<file path="src/rtl/branch_pkg.sv">
// Shared types and constants for the branch resolver: the shadow-stage
// prediction record carried from IF to EX.
package branch_pkg;

    typedef struct packed {
        logic        valid;
        logic [31:0] pc;
        logic        pred_take;
        logic [31:0] pred_pc;
    } pred_entry_t;

    localparam pred_entry_t PRED_ENTRY_NOP = '{
        valid:     1'b0,
        pc:        32'h0000_0000,
        pred_take: 1'b0,
        pred_pc:   32'h0000_0000
    };

    localparam logic [31:0] INSTR_BYTES = 32'd4;

endpackage

</file>
<file path="src/rtl/branch_resolver_pipe_reg.sv">
// One shadow pipeline stage holding a fetched PC and its prediction.
// Priority: rst > clear > hold > bubble > load.
module pred_pipe_reg
    import branch_pkg::*;
(
    input  logic        clk,
    input  logic        rst,
    input  pred_entry_t d,
    input  logic        hold,
    input  logic        bubble,
    input  logic        clear,
    output pred_entry_t q
);

    pred_entry_t entry_q;
    pred_entry_t entry_d;

    // next-state selection for the stage
    always_comb begin
        entry_d = entry_q;
        if (clear) begin
            entry_d.valid = 1'b0;
        end else if (hold) begin
            entry_d = entry_q;
        end else if (bubble) begin
            entry_d = PRED_ENTRY_NOP;
        end else begin
            entry_d = d;
        end
    end

    // stage register
    always_ff @(posedge clk) begin
        if (rst) begin
            entry_q <= PRED_ENTRY_NOP;
        end else begin
            entry_q <= entry_d;
        end
    end

    assign q = entry_q;

endmodule

</file>
<file path="src/rtl/branch_resolver.sv">
// Resolves IF-stage predictions in EX: drives flush/redirect, issues the BTB
// update and keeps saturating branch/mispredict counters.
module branch_resolver
    import branch_pkg::*;
#(
    parameter int COUNTER_WIDTH = 32
) (
    input  logic                     clk,
    input  logic                     rst,
    input  logic [31:0]              pc_IF,
    input  logic                     pred_take_IF,
    input  logic [31:0]              pred_pc_IF,
    input  logic                     stall_ID,
    input  logic                     stall_EX,
    input  logic                     br_EX,
    input  logic                     br_taken_EX,
    input  logic [31:0]              br_target_EX,
    output logic                     flush,
    output logic [31:0]              redirect_pc,
    output logic                     btb_wr_en,
    output logic [31:0]              btb_wr_pc,
    output logic                     btb_taken,
    output logic [31:0]              btb_target,
    output logic                     btb_pred_take_EX,
    output logic [COUNTER_WIDTH-1:0] branch_cnt,
    output logic [COUNTER_WIDTH-1:0] mispred_cnt
);

    localparam logic [COUNTER_WIDTH-1:0] CNT_MAX = {COUNTER_WIDTH{1'b1}};
    localparam logic [COUNTER_WIDTH-1:0] CNT_ONE = COUNTER_WIDTH'(1);

    pred_entry_t if_entry_s;
    pred_entry_t id_q;
    pred_entry_t ex_q;

    logic act_s;
    logic taken_s;
    logic touch_s;
    logic wrong_s;
    logic mispred_s;

    logic [COUNTER_WIDTH-1:0] branch_cnt_q;
    logic [COUNTER_WIDTH-1:0] branch_cnt_d;
    logic [COUNTER_WIDTH-1:0] mispred_cnt_q;
    logic [COUNTER_WIDTH-1:0] mispred_cnt_d;

    // fetch-side record entering IF/ID
    always_comb begin
        if_entry_s = '{valid: 1'b1, pc: pc_IF, pred_take: pred_take_IF, pred_pc: pred_pc_IF};
    end

    pred_pipe_reg u_if_id (
        .clk    (clk),
        .rst    (rst),
        .d      (if_entry_s),
        .hold   (stall_EX | stall_ID),
        .bubble (1'b0),
        .clear  (mispred_s),
        .q      (id_q)
    );

    pred_pipe_reg u_id_ex (
        .clk    (clk),
        .rst    (rst),
        .d      (id_q),
        .hold   (stall_EX),
        .bubble (stall_ID),
        .clear  (mispred_s),
        .q      (ex_q)
    );

    // EX compare; rst also blocks actions so nothing leaks out of the reset cycle
    always_comb begin
        act_s     = ex_q.valid & ~stall_EX & ~rst;
        taken_s   = br_EX & br_taken_EX;
        touch_s   = act_s & (br_EX | ex_q.pred_take);
        wrong_s   = (taken_s != ex_q.pred_take)
                  | (taken_s & ex_q.pred_take & (br_target_EX != ex_q.pred_pc));
        mispred_s = touch_s & wrong_s;
    end

    // flush/redirect and BTB update port, zeroed when idle
    always_comb begin
        flush            = mispred_s;
        redirect_pc      = 32'h0000_0000;
        btb_wr_en        = touch_s;
        btb_wr_pc        = 32'h0000_0000;
        btb_taken        = 1'b0;
        btb_target       = 32'h0000_0000;
        btb_pred_take_EX = 1'b0;
        if (mispred_s) begin
            redirect_pc = taken_s ? br_target_EX : (ex_q.pc + INSTR_BYTES);
        end else begin
            redirect_pc = 32'h0000_0000;
        end
        if (touch_s) begin
            btb_wr_pc        = ex_q.pc;
            btb_taken        = taken_s;
            btb_target       = br_target_EX;
            btb_pred_take_EX = ex_q.pred_take;
        end else begin
            btb_wr_pc        = 32'h0000_0000;
        end
    end

    // saturating counter next values
    always_comb begin
        branch_cnt_d  = branch_cnt_q;
        mispred_cnt_d = mispred_cnt_q;
        if (act_s && br_EX && (branch_cnt_q != CNT_MAX)) begin
            branch_cnt_d = branch_cnt_q + CNT_ONE;
        end else begin
            branch_cnt_d = branch_cnt_q;
        end
        if (mispred_s && (mispred_cnt_q != CNT_MAX)) begin
            mispred_cnt_d = mispred_cnt_q + CNT_ONE;
        end else begin
            mispred_cnt_d = mispred_cnt_q;
        end
    end

    // counter registers
    always_ff @(posedge clk) begin
        if (rst) begin
            branch_cnt_q  <= '0;
            mispred_cnt_q <= '0;
        end else begin
            branch_cnt_q  <= branch_cnt_d;
            mispred_cnt_q <= mispred_cnt_d;
        end
    end

    assign branch_cnt  = branch_cnt_q;
    assign mispred_cnt = mispred_cnt_q;

endmodule

</file>
<file path="config.mk">
export PLATFORM = sky130hd
export DESIGN_NAME = branch_resolver
export DESIGN_NICKNAME = d
export VERILOG_FILES = /design/src/rtl/branch_pkg.sv /design/src/rtl/branch_resolver_pipe_reg.sv /design/src/rtl/branch_resolver.sv
export SDC_FILE = /design/constraint.sdc
export NUM_CORES = 1
export LEC_CHECK = 0
export CORE_MARGIN = 4
export CORE_UTILIZATION = 43
export CTS_BUF_LIST = sky130_fd_sc_hd__clkbuf_16
export DETAILED_ROUTE_END_ITERATION = 10
export PLACE_DENSITY = 0.76
export SETUP_SLACK_MARGIN = 0.1
export SLEW_MARGIN = 5
export SYNTH_ARGS = -nofsm -noshare
export SYNTH_HDL_FRONTEND = slang
export SYNTH_SLANG_ARGS = --single-unit
</file>
<file path="constraint.sdc">
create_clock -name clk -period 2.5 [get_ports clk]
set_input_delay 0.5 -clock clk [delete_from_list [all_inputs] [get_ports clk]]
set_output_delay 0.5 -clock clk [all_outputs]
set_load 0.02 [all_outputs]
</file>
==> run metrics, run 1 <==
initial core utilization=0.4369; sequential group share of total power=0.487; Iteration-0 DRC Markers=740; top-level I/O count=267; Adder-Cell Fraction of Synth Area=0.005450; overall track demand over capacity in global routing=0.3047; type of origin of the critical path=flop; Hold/Removal Path Class=reg2reg; via count of the first global-routing pass=around 9.5k; placed cell areas=around 13000 sq um; number of nets with antenna violations after routing=0; TritonCTS buffer count=17; TritonRoute pass-1 iters=5; number of flops mapped to enable cells by yosys=0; post-synthesis xor/xnor area fraction=0.08869; fraction of power spent switching nets=0.2579; standard-cell rows=53; pre-CTS worst setup slack=-1351 ps; proportion of synthesized area in mux cells=0.07929; arrival time of the worst setup path=2580 ps; dominant combinational cell family by area after synthesis=simple AND/OR/NAND/NOR gates; clock group share of total power=0.392; beginning of the worst hold path=u_if_id.q[57]$_SDFFE_PP0P_; internal power component=roughly 0.005 W; headroom to the max-slew limit=0.3844; area share of the largest cell type after synthesis=0.4272; pin count of the biggest net entering global routing=84; Cell Pwr Density=around 430 nW/um^2; library cells used by synthesis=47; total leakage power=between 6 and 7 nW; placed wire-length estimate after detailed placement=roughly 25000 um; outcome=finished, violations left; area share of and/or/nand/nor cells after synthesis=0.2339; highest clock rate=roughly 320 MHz; combinational power share=0.121; element type at the critical path end=output pin; die boundary height=between 150 and 200 um; min setup slack post-route=-577.2 ps; worst setup path class=reg2out; Remaining DRCs=0; clock tree from TritonCTS=done; minimum clock period=3077 ps; Finish-stage setup viols=~160; count of final max-slew check failures=0; worst hold slack after final layout=475.0 ps; setup repair after global routing missed its margin=yes; CP Max Fanout=3; CP startpoint=u_id_ex.q[39]$_SDFFE_PP0P_; initial antenna violation count=5; leading area contributor after synthesis=sky130_fd_sc_hd__dfxtp_1; Avg WL per Cell=about 22 um; worst ir drop on vdd=around 0.00051 V; net count of the mapped netlist=1117; GPL Wtd Cong=0.9555; number of max-cap violations=0; dominant synthesized flop cell=sky130_fd_sc_hd__dfxtp_1; number of endpoints with negative hold slack in the final report=0; drt via density=~5.6; worst-margin pin slew=around 920 ps; FILL cells=about 1.4k; number of sinks driven by the clock tree=roughly 200; worst-case hold path end point=u_id_ex.q[57]$_SDFFE_PP0P_; netlist area before placement=9184 sq um; maximum number of buffers from clock root to sink=2; YS warnings=0; final clock skew=about 14 ps; clock input transition at the sequential cells of the worst setup and hold paths=approximately 70 ps; area enclosed by the die boundary=about 24000 sq um; area of the core=roughly 21000 sq um; layout overhead on the synthesized area=66.91%; count of vias placed by the detailed router=9734; endpoint of the worst-slack reg-to-reg timing path=u_id_ex.q[56]$_SDFFE_PP0P_; clock network latency to the later pin of the worst-skew pair=around 430 ps; r2r worst-path depth=12; sequential area share after synthesis=0.4272; top cells by area, synth=sky130_fd_sc_hd__dfxtp_1, sky130_fd_sc_hd__mux2i_1, sky130_fd_sc_hd__nor2_1; fraction of layout cells with a size suffix above 1=0.3315; beginning of the worst register-to-register path=u_id_ex.q[18]$_SDFFE_PP0P_; post-route total power=between 0.006 and 0.007 W; violated checks=negative setup slack; Die X=roughly 150 um; Post-Syn Instances=1010; Yosys reg bits=between 150 and 200; total overflow reported by the global router=0; number of hold-repair buffers added at the cts stage=0; final standard cell area without fillers=roughly 15000 sq um; Async SR Flop Fraction=0; data required time at the worst endpoint=approximately 2000 ps; Root Buffer Master=sky130_fd_sc_hd__clkbuf_16; Synth Area per Inst=between 9 and 10 sq um; final WL=~38000 um; # port buffers=roughly 270; total net switching power=~0.0017 W; complex-gate fraction of the synthesized area=0.1222; hold path cells=1; fin crit share=1.231; Total Nets Final=1557; global-route wire length before repair=approximately 56000 um; H-tree Lvls=4; setup slack of the most critical reg-to-reg path=-320 ps
==> critical path, cell delays in order, from the launching register on <==
cell and delay, ps:
sky130_fd_sc_hd__dfxtp_2 330, sky130_fd_sc_hd__nand4_1 200, sky130_fd_sc_hd__nor3_4 250, sky130_fd_sc_hd__or3b_4 440
sky130_fd_sc_hd__inv_2 80, sky130_fd_sc_hd__nand4_1 230, sky130_fd_sc_hd__xor2_1 240, sky130_fd_sc_hd__a211oi_2 190
sky130_fd_sc_hd__buf_4 180
==> worst max path at each step <==
stage,endpoint,slack [ps],cells after the start
after floorplan,redirect_pc[0],50,7
after global placement,redirect_pc[17],-1310,9
after detailed placement,redirect_pc[26],-1350,9
after CTS,redirect_pc[31],-540,8
after global routing,redirect_pc[31],-660,8
final,redirect_pc[31],-580,8
==> final cells by class <==
cell class | count | area (sq um) | share of cell area
inverter | 12 | 47.55 | 0.003102
clock buffer | 17 | 425.4 | 0.02775
clock inverter | 15 | 121.4 | 0.007918
tap | 275 | 344.1 | 0.02245
antenna | 4 | 10.01 | 0.0006530
sequential | 196 | 3944 | 0.2573
multi-input combinational | 741 | 5550 | 0.3621
timing repair buffer | 482 | 4886 | 0.3187
==> power groups by stage <==
stage	clock, W	sequential (W)	combinational, W
detailed placement	0	0.00330	0.000617
finish	0.00260	0.00323	0.000804
floorplan	0	0.00329	0.000267
global route	0.00276	0.00324	0.000845
CTS	0.00261	0.00323	0.000805
global placement	0	0.00330	0.000610
==> synthesized netlist by cell type (all sizes together) (10+ instances only) <==
library cell and count:
xnor2 50, nand4 34, or3 13, or4 11, o21ai 15, mux2i 66, xor2 43, dfxtp 196
a21oi 27, a22o 65, inv 12, nand3 25, a211oi 28, and2 71, nand2 51, o31ai 11
nor3 10, clkbuf 39, buf 22, nor2 160, and3 15
==> layout by cell type, fill, tap and decap left out, types with 13 or more instances in the layout <==
cell                              count
sky130_fd_sc_hd__and2_1              70
sky130_fd_sc_hd__buf_6               33
sky130_fd_sc_hd__a22o_1              65
sky130_fd_sc_hd__clkbuf_2            26
sky130_fd_sc_hd__nand3_1             25
sky130_fd_sc_hd__clkbuf_16           20
sky130_fd_sc_hd__a21oi_1             18
sky130_fd_sc_hd__dlygate4sd2_1       30
sky130_fd_sc_hd__buf_16              21
sky130_fd_sc_hd__dfxtp_1            180
sky130_fd_sc_hd__nand4_1             33
sky130_fd_sc_hd__dfxtp_2             16
sky130_fd_sc_hd__buf_12              28
sky130_fd_sc_hd__xnor2_2             16
sky130_fd_sc_hd__buf_4              169
sky130_fd_sc_hd__buf_2               23
sky130_fd_sc_hd__xor2_1              42
sky130_fd_sc_hd__nor2_1             152
sky130_fd_sc_hd__mux2i_1             57
sky130_fd_sc_hd__nand2_1             48
sky130_fd_sc_hd__a211oi_2            24
sky130_fd_sc_hd__clkdlybuf4s50_1    130
sky130_fd_sc_hd__and3_1              13
sky130_fd_sc_hd__xnor2_1             34
sky130_fd_sc_hd__or3_1               13
==> through the flow <==
step / cells / TNS, ps / util
2_1_floorplan: 1010 / 0 / -
3_3_place_gp: 1628 / -244140 / 0.6281
3_5_place_dp: 1628 / -248320 / 0.6281
4_1_cts: 1726 / -24330 / 0.7163
5_1_grt: 1741 / -59850 / 0.7291
6_report: 1742 / -46050 / 0.7292
==> flip-flops by register name, summed over array words and instances (netlist names) <==
signal       count
u_id_ex.q       66
mispred_cnt     32
u_if_id.q       66
branch_cnt      32
==> cells by family (layout without fill, tap and decap cells) <==
group | count (synthesis) | count (layout)
AO/OA/AOI/OAI | 151 | 151
XOR/XNOR | 93 | 93
adder cells (fa/ha/maj) | 4 | 4
buffers and inverters | 73 | 526
flip-flops | 196 | 196
multiplexers | 72 | 72
other | 0 | 4
AND/OR/NAND/NOR | 421 | 421
==> what timing repair did <==
| item | CTS | global route |
|---|---|---|
| endpoints found under the setup margin | 264 | 215 |
| gates cloned | 26 | 5 |
| pin swaps | 40 | 49 |
| gates resized for setup | 465 | 155 |
| setup buffers | 41 | 18 |
==> routing by layer <==
layer | vias up | wire, um | global-route usage
li1 | 4447 | - | -
met1 | 4671 | 15140 | 0.3829
met2 | 509 | 17600 | 0.4850
met3 | 103 | 3555 | 0.08556
met4 | 4 | 1685 | 0.1421
met5 | - | 27 | 0
No activity file was read; power rests on OpenSTA's default activity.
==> run 2, diff against run 1 <==
--- a/config.mk
+++ b/config.mk
@@ -10,7 +10,6 @@
 export CTS_BUF_LIST = sky130_fd_sc_hd__clkbuf_16
 export DETAILED_ROUTE_END_ITERATION = 10
 export PLACE_DENSITY = 0.76
-export SETUP_SLACK_MARGIN = 0.1
 export SLEW_MARGIN = 5
 export SYNTH_ARGS = -nofsm -noshare
 export SYNTH_HDL_FRONTEND = slang
==> run 2 against run 1 <==
The run still ends with negative setup slack left. Sequential power about the same. Via count down 4.7%. Worst hold slack better by 8.8 ps. Final cell count down 3.0%. Largest power group unchanged.
==> run metrics, run 2 (same netlist as run 1, synthesis figures left out) <==
outcome=finished, violations left; violated checks=negative setup slack; drt via density=between 5 and 6; endpoint of the worst-slack reg-to-reg timing path=u_if_id.q[63]$_SDFFE_PP0P_; setup repair after global routing missed its margin=yes; most used cell, CP=sky130_fd_sc_hd__buf_6; worst-case hold path end point=u_id_ex.q[18]$_SDFFE_PP0P_; data required time at the worst endpoint=roughly 2000 ps; Hold/Removal Path Class=reg2reg; critical-path cell list=clkdlybuf4s15_1, xnor2_2, nand4_1, nor4_4, a21oi_4, nor2_4, buf_6, buf_16, buf_6, a211oi_1, buf_2; TritonCTS buffer count=17; leading cell type in the layout, fill and taps excluded=sky130_fd_sc_hd__dfxtp_1; type of origin of the critical path=input pin; clock tree from TritonCTS=done; fraction of power spent switching nets=0.2632; worst stage delay on the critical path=~420 ps; H-tree Lvls=4; worst setup path class=in2out; Root Buffer Master=sky130_fd_sc_hd__clkbuf_16; beginning of the worst register-to-register path=u_id_ex.q[6]$_SDFFE_PP0P_; worst ir drop on vdd=about 0.00032 V; worst hold slack after final layout=~480 ps; minimum clock period=~3000 ps; count of vias placed by the detailed router=9280; clock group share of total power=0.419; number of nets with antenna violations after routing=0; number of sinks driven by the clock tree=a little under 200; overall track demand over capacity in global routing=0.2778; Cell Pwr Density=around 470 nW/um^2; layout overhead on the synthesized area=58.12%; initial core utilization=0.4369; number of endpoints with negative hold slack in the final report=0; sequential group share of total power=0.474; Iteration-0 DRC Markers=about 780; min setup slack post-route=-465.1 ps; die boundary height=between 150 and 200 um; Avg WL per Cell=between 20 and 25 um; Die X=~150 um; area of the core=21020 sq um; total net switching power=about 0.0018 W; Bufs and invs on worst path=5; fraction of layout cells with a size suffix above 1=0.2698; GPL Wtd Cong=0.9737; number of max-cap violations=0; area enclosed by the die boundary=approximately 24000 sq um; hold path cells=1; CP Max Fanout=6; highest clock rate=around 340 MHz; standard-cell rows=53; Slowest cell on crit path=sky130_fd_sc_hd__nor4_4; beginning of the worst hold path=u_if_id.q[18]$_SDFFE_PP0P_; setup slack of the most critical reg-to-reg path=-370 ps; element type at the critical path end=output pin; number of hold-repair buffers added at the cts stage=0; FILL cells=approximately 1.6k; maximum number of buffers from clock root to sink=2; internal power component=between 0.005 and 0.006 W; post-route total power=roughly 0.0068 W; fin crit share=1.186; worst-margin pin slew=about 1200 ps; pin count of the biggest net entering global routing=103; total overflow reported by the global router=0; placed wire-length estimate after detailed placement=about 23000 um; r2r worst-path depth=12; global-route wire length before repair=just over 50000 um; arrival time of the worst setup path=about 2500 ps; count of final max-slew check failures=0; final WL=around 35000 um; Total Nets Final=approximately 1.5k; most used cells in the layout excluding fill and tap cells=sky130_fd_sc_hd__dfxtp_1, sky130_fd_sc_hd__nor2_1, sky130_fd_sc_hd__clkdlybuf4s50_1, sky130_fd_sc_hd__buf_4, sky130_fd_sc_hd__and2_1; Finish-stage setup viols=163; final clock skew=20.36 ps; count of non-filler cells in the finished layout=1689; top-level I/O count=~270; clock input transition at the sequential cells of the worst setup and hold paths=around 90 ps; TritonRoute pass-1 iters=6; total leakage power=~6 nW; Remaining DRCs=0; combinational power share=0.106; # port buffers=266; via count of the first global-routing pass=8991; clock network latency to the later pin of the worst-skew pair=between 400 and 500 ps; initial antenna violation count=2; CP delay by family, top=buffers and inverters; headroom to the max-slew limit=0.2290; number of placed cells counting well taps=1610
run 2: routing by layer:
metal / vias to the layer above / global-route usage / wire, um
met4: 0 / 0.1001 / 1234
met2: 419 / 0.4584 / 16920
li1: 4329 / - / -
met1: 4452 / 0.3624 / 14690
met5: - / 0 / 0
met3: 80 / 0.05432 / 2497
run 2: worst max-delay path by stage:
stage	startpoint	to	slack, ps	cells past startpoint
3_3_place_gp	br_target_EX[12]	redirect_pc[24]	-1090	10
5_1_grt	u_id_ex.q[21]$_SDFFE_PP0P_	redirect_pc[30]	-590	10
4_1_cts	u_id_ex.q[1]$_SDFFE_PP0P_	redirect_pc[30]	-420	10
2_1_floorplan	br_taken_EX	redirect_pc[24]	-140	7
6_report	br_target_EX[24]	redirect_pc[27]	-470	11
3_5_place_dp	br_target_EX[31]	redirect_pc[27]	-1140	10
run 2: metrics by stage:
| step | utilization | area (sq um) | TNS (ps) | setup WS, ps |
|---|---|---|---|---|
| after floorplan | - | 9224 | -2755 | -137.4 |
| after global placement | 0.6122 | 12870 | -197990 | -1091 |
| after detailed placement | 0.6122 | 12870 | -207980 | -1136 |
| after CTS | 0.6756 | 14200 | -25860 | -421.0 |
| after global routing | 0.6908 | 14520 | -65450 | -586.7 |
| final | 0.6908 | 14520 | -44270 | -465.1 |
run 2: area by class of cell:
| type | count | area [sq um] | share of cell area |
|---|---|---|---|
| multi-input cells | 741 | 5186 | 0.3571 |
| repair buffers | 432 | 4377 | 0.3014 |
| flip-flops and latches | 196 | 3950 | 0.2720 |
| clock buffers | 17 | 425.4 | 0.02930 |
| well taps | 275 | 344.1 | 0.02369 |
| clock inverters | 14 | 186.4 | 0.01284 |
| inverters | 12 | 47.55 | 0.003274 |
| diodes | 2 | 5.005 | 0.0003446 |
run 2: worst reg2reg max path: cells and delay by family (launching register included):
family | cells | cell delay (ps)
flops | 1 | 330
mux | 1 | 180
xor+xnor | 1 | 190
buf+inv | 5 | 710
simple gates | 4 | 1170
compound gates | 1 | 120
run 2: power by group through the flow:
stage                     clock network, W  logic [W]  registers, W
final                              0.00286   0.000724       0.00323
after global routing               0.00301   0.000760       0.00324
after CTS                          0.00288   0.000667       0.00323
after detailed placement                 0   0.000586       0.00330
after global placement                   0   0.000584       0.00330
after floorplan                          0   0.000259       0.00329
run 2: repair_timing:
item	CTS	global route
setup endpoints to repair	252	226
resized for setup	450	87
cloned	13	9
pin swaps	33	74
setup buffers	18	12
hold endpoints to repair	0	0
==> run 3, diff against run 2 <==
--- a/config.mk
+++ b/config.mk
@@ -5,10 +5,11 @@
 export SDC_FILE = /design/constraint.sdc
 export NUM_CORES = 1
 export LEC_CHECK = 0
-export CORE_MARGIN = 4
+export CORE_MARGIN = 2
 export CORE_UTILIZATION = 43
-export CTS_BUF_LIST = sky130_fd_sc_hd__clkbuf_16
+export CTS_BUF_LIST = sky130_fd_sc_hd__clkbuf_8 sky130_fd_sc_hd__clkbuf_16
 export DETAILED_ROUTE_END_ITERATION = 10
+export GPL_ROUTABILITY_DRIVEN = 1
 export PLACE_DENSITY = 0.76
 export SLEW_MARGIN = 5
 export SYNTH_ARGS = -nofsm -noshare
==> run 3 against run 2 <==
Clock skew down 4.8 ps. Fmax decreased by 2.5%. Global-route usage grew 2.8 points. Sequential share of layout area down 0.091 points. The run still ends with negative setup slack left. Sequential power is essentially flat. Total power fell by 0.78%. Highest routed layer unchanged. Wire length shrank 0.28%. First-iteration DRC count down 32%. Sequential cell count unchanged. Die area shrank 5.1%. Via count about the same.
==> run metrics, run 3 (same netlist as run 1, synthesis figures left out) <==
outcome=finished, violations left; violated checks=negative setup slack; via count of the first global-routing pass=about 9.3k; min setup slack post-route=-541.9 ps; data required time at the worst endpoint=around 2000 ps; Iteration-0 DRC Markers=531; headroom to the max-slew limit=0.2658; arrival time of the worst setup path=approximately 2500 ps; GPL Wtd Cong=approximately 0.92; TritonRoute pass-1 iters=5; Remaining DRCs=0; final standard cell area without fillers=between 10000 and 15000 sq um; number of sinks driven by the clock tree=196; Total Nets Final=between 1.5k and 2k; most used cells in the layout excluding fill and tap cells=sky130_fd_sc_hd__dfxtp_1, sky130_fd_sc_hd__nor2_1, sky130_fd_sc_hd__clkdlybuf4s50_1, sky130_fd_sc_hd__buf_4, sky130_fd_sc_hd__and2_1; maximum number of buffers from clock root to sink=2; CP Max Fanout=2; worst setup path class=reg2out; clock network latency to the later pin of the worst-skew pair=around 440 ps; Die X=between 150 and 200 um; FILL cells=between 1.5k and 2k; layout overhead on the synthesized area=58.80%; fin crit share=1.217; placed wire-length estimate after detailed placement=roughly 23000 um; total overflow reported by the global router=0; setup slack of the most critical reg-to-reg path=-280 ps; worst ir drop on vdd=about 0.00038 V; drt via density=roughly 5.5; Finish-stage setup viols=~160; area enclosed by the die boundary=~23000 sq um; fraction of layout cells with a size suffix above 1=0.2778; beginning of the worst hold path=u_if_id.q[5]$_SDFFE_PP0P_; number of max-cap violations=0; setup repair after global routing missed its margin=yes; beginning of the worst register-to-register path=u_id_ex.q[16]$_SDFFE_PP0P_; top-level I/O count=approximately 270; pre-CTS worst setup slack=-1015 ps; total leakage power=~6 nW; element type at the critical path end=output pin; placed cell areas=12830 sq um; post-route total power=0.006758 W; standard-cell rows=53; endpoint of the worst-slack reg-to-reg timing path=u_id_ex.q[9]$_SDFFE_PP0P_; overall track demand over capacity in global routing=0.3060; count of vias placed by the detailed router=between 9k and 10k; clock input transition at the sequential cells of the worst setup and hold paths=80 ps; H-tree Lvls=4; number of nets with antenna violations after routing=0; leading cell type in the layout, fill and taps excluded=sky130_fd_sc_hd__dfxtp_1; number of hold-repair buffers added at the cts stage=0; initial core utilization=0.4369; type of origin of the critical path=flop; Cell Pwr Density=roughly 460 nW/um^2; r2r worst-path depth=11; highest clock rate=328.7 MHz; minimum clock period=~3000 ps; # port buffers=266; area of the core=about 21000 sq um; hold path cells=1; Hold/Removal Path Class=reg2reg; number of endpoints with negative hold slack in the final report=0; worst-margin pin slew=around 1100 ps; Avg WL per Cell=about 21 um; count of final max-slew check failures=0; Root Buffer Master=sky130_fd_sc_hd__clkbuf_16; global-route wire length before repair=52450 um; die boundary height=approximately 150 um; final WL=roughly 35000 um; initial antenna violation count=3; worst-case hold path end point=u_id_ex.q[5]$_SDFFE_PP0P_; pin count of the biggest net entering global routing=between 100 and 150; TritonCTS buffer count=17; final clock skew=15.57 ps; clock tree from TritonCTS=done
run 3: cell types whose count changed in the layout (fill, tap and decap cells not counted), sizes merged:
cell           delta
dlygate4sd2       +2
inv               +1
clkdlybuf4s50     +1
clkinvlp          +1
buf               +8
clkdlybuf4s15    -19
diode             +2
bufinv            -1
clkbuf           +16
or4               +1
run 3: metal layers:
metal | global-route usage | wire (um)
met1 | 0.3956 | 14580
met2 | 0.4906 | 16760
met3 | 0.07030 | 2599
met4 | 0.1321 | 1299
met5 | 0 | 0
run 3: layout make-up:
cell class	instances	area (sq um)	share of cell area
Multi-Input combinational cell	742	5321	0.3649
Timing Repair Buffer	440	4297	0.2946
Sequential cell	196	3954	0.2711
Antenna cell	4	10.01	0.0006863
Tap cell	275	344.1	0.02359
Inverter	12	47.55	0.003260
Clock inverter	15	185.2	0.01270
Clock buffer	17	425.4	0.02917
run 3: power by group:
group | switching (W) | total [W] | internal (W)
registers | 0.0000447 | 0.00323 | 0.00319
clock network | 0.00143 | 0.00280 | 0.00137
logic | 0.000345 | 0.000730 | 0.000384
total | 0.00182 | 0.00676 | 0.00494
run 3: worst max path at each step:
stage / start / depth (start not counted) / end
2_1_floorplan: br_taken_EX / 7 / redirect_pc[24]
3_3_place_gp: br_target_EX[23] / 9 / redirect_pc[27]
3_5_place_dp: br_target_EX[23] / 9 / redirect_pc[19]
4_1_cts: u_id_ex.q[41]$_SDFFE_PP0P_ / 8 / redirect_pc[31]
5_1_grt: u_id_ex.q[37]$_SDFFE_PP0P_ / 8 / redirect_pc[31]
6_report: u_id_ex.q[37]$_SDFFE_PP0P_ / 8 / redirect_pc[31]
run 3: stage by stage:
step	utilization	setup TNS [ps]	instances	hold slack, ps
floorplan	-	-2755	1010	448.9
global placement	0.6103	-168840	1602	453.5
detailed placement	0.6103	-181070	1602	461.2
CTS	0.6918	-48050	1694	480.7
global route	0.6935	-59400	1699	503.7
finish	0.6938	-41220	1701	489.5
run 3: timing repair:
action                                 in CTS  in global routing
buffers inserted                           44                 17
endpoints found under the hold margin       0                  0
cloned                                     18                  4
pin swaps                                  48                 64
setup endpoints to repair                 232                228
resized for setup                         400                163
run 3: worst max-delay path: stages, from the launching register on:
cell	delay, ps
sky130_fd_sc_hd__dfxtp_2	350
sky130_fd_sc_hd__nand4_1	170
sky130_fd_sc_hd__nor3_2	260
sky130_fd_sc_hd__or3b_4	440
sky130_fd_sc_hd__inv_2	70
sky130_fd_sc_hd__nand4_1	170
sky130_fd_sc_hd__xor2_1	340
sky130_fd_sc_hd__a211oi_2	120
sky130_fd_sc_hd__buf_4	190
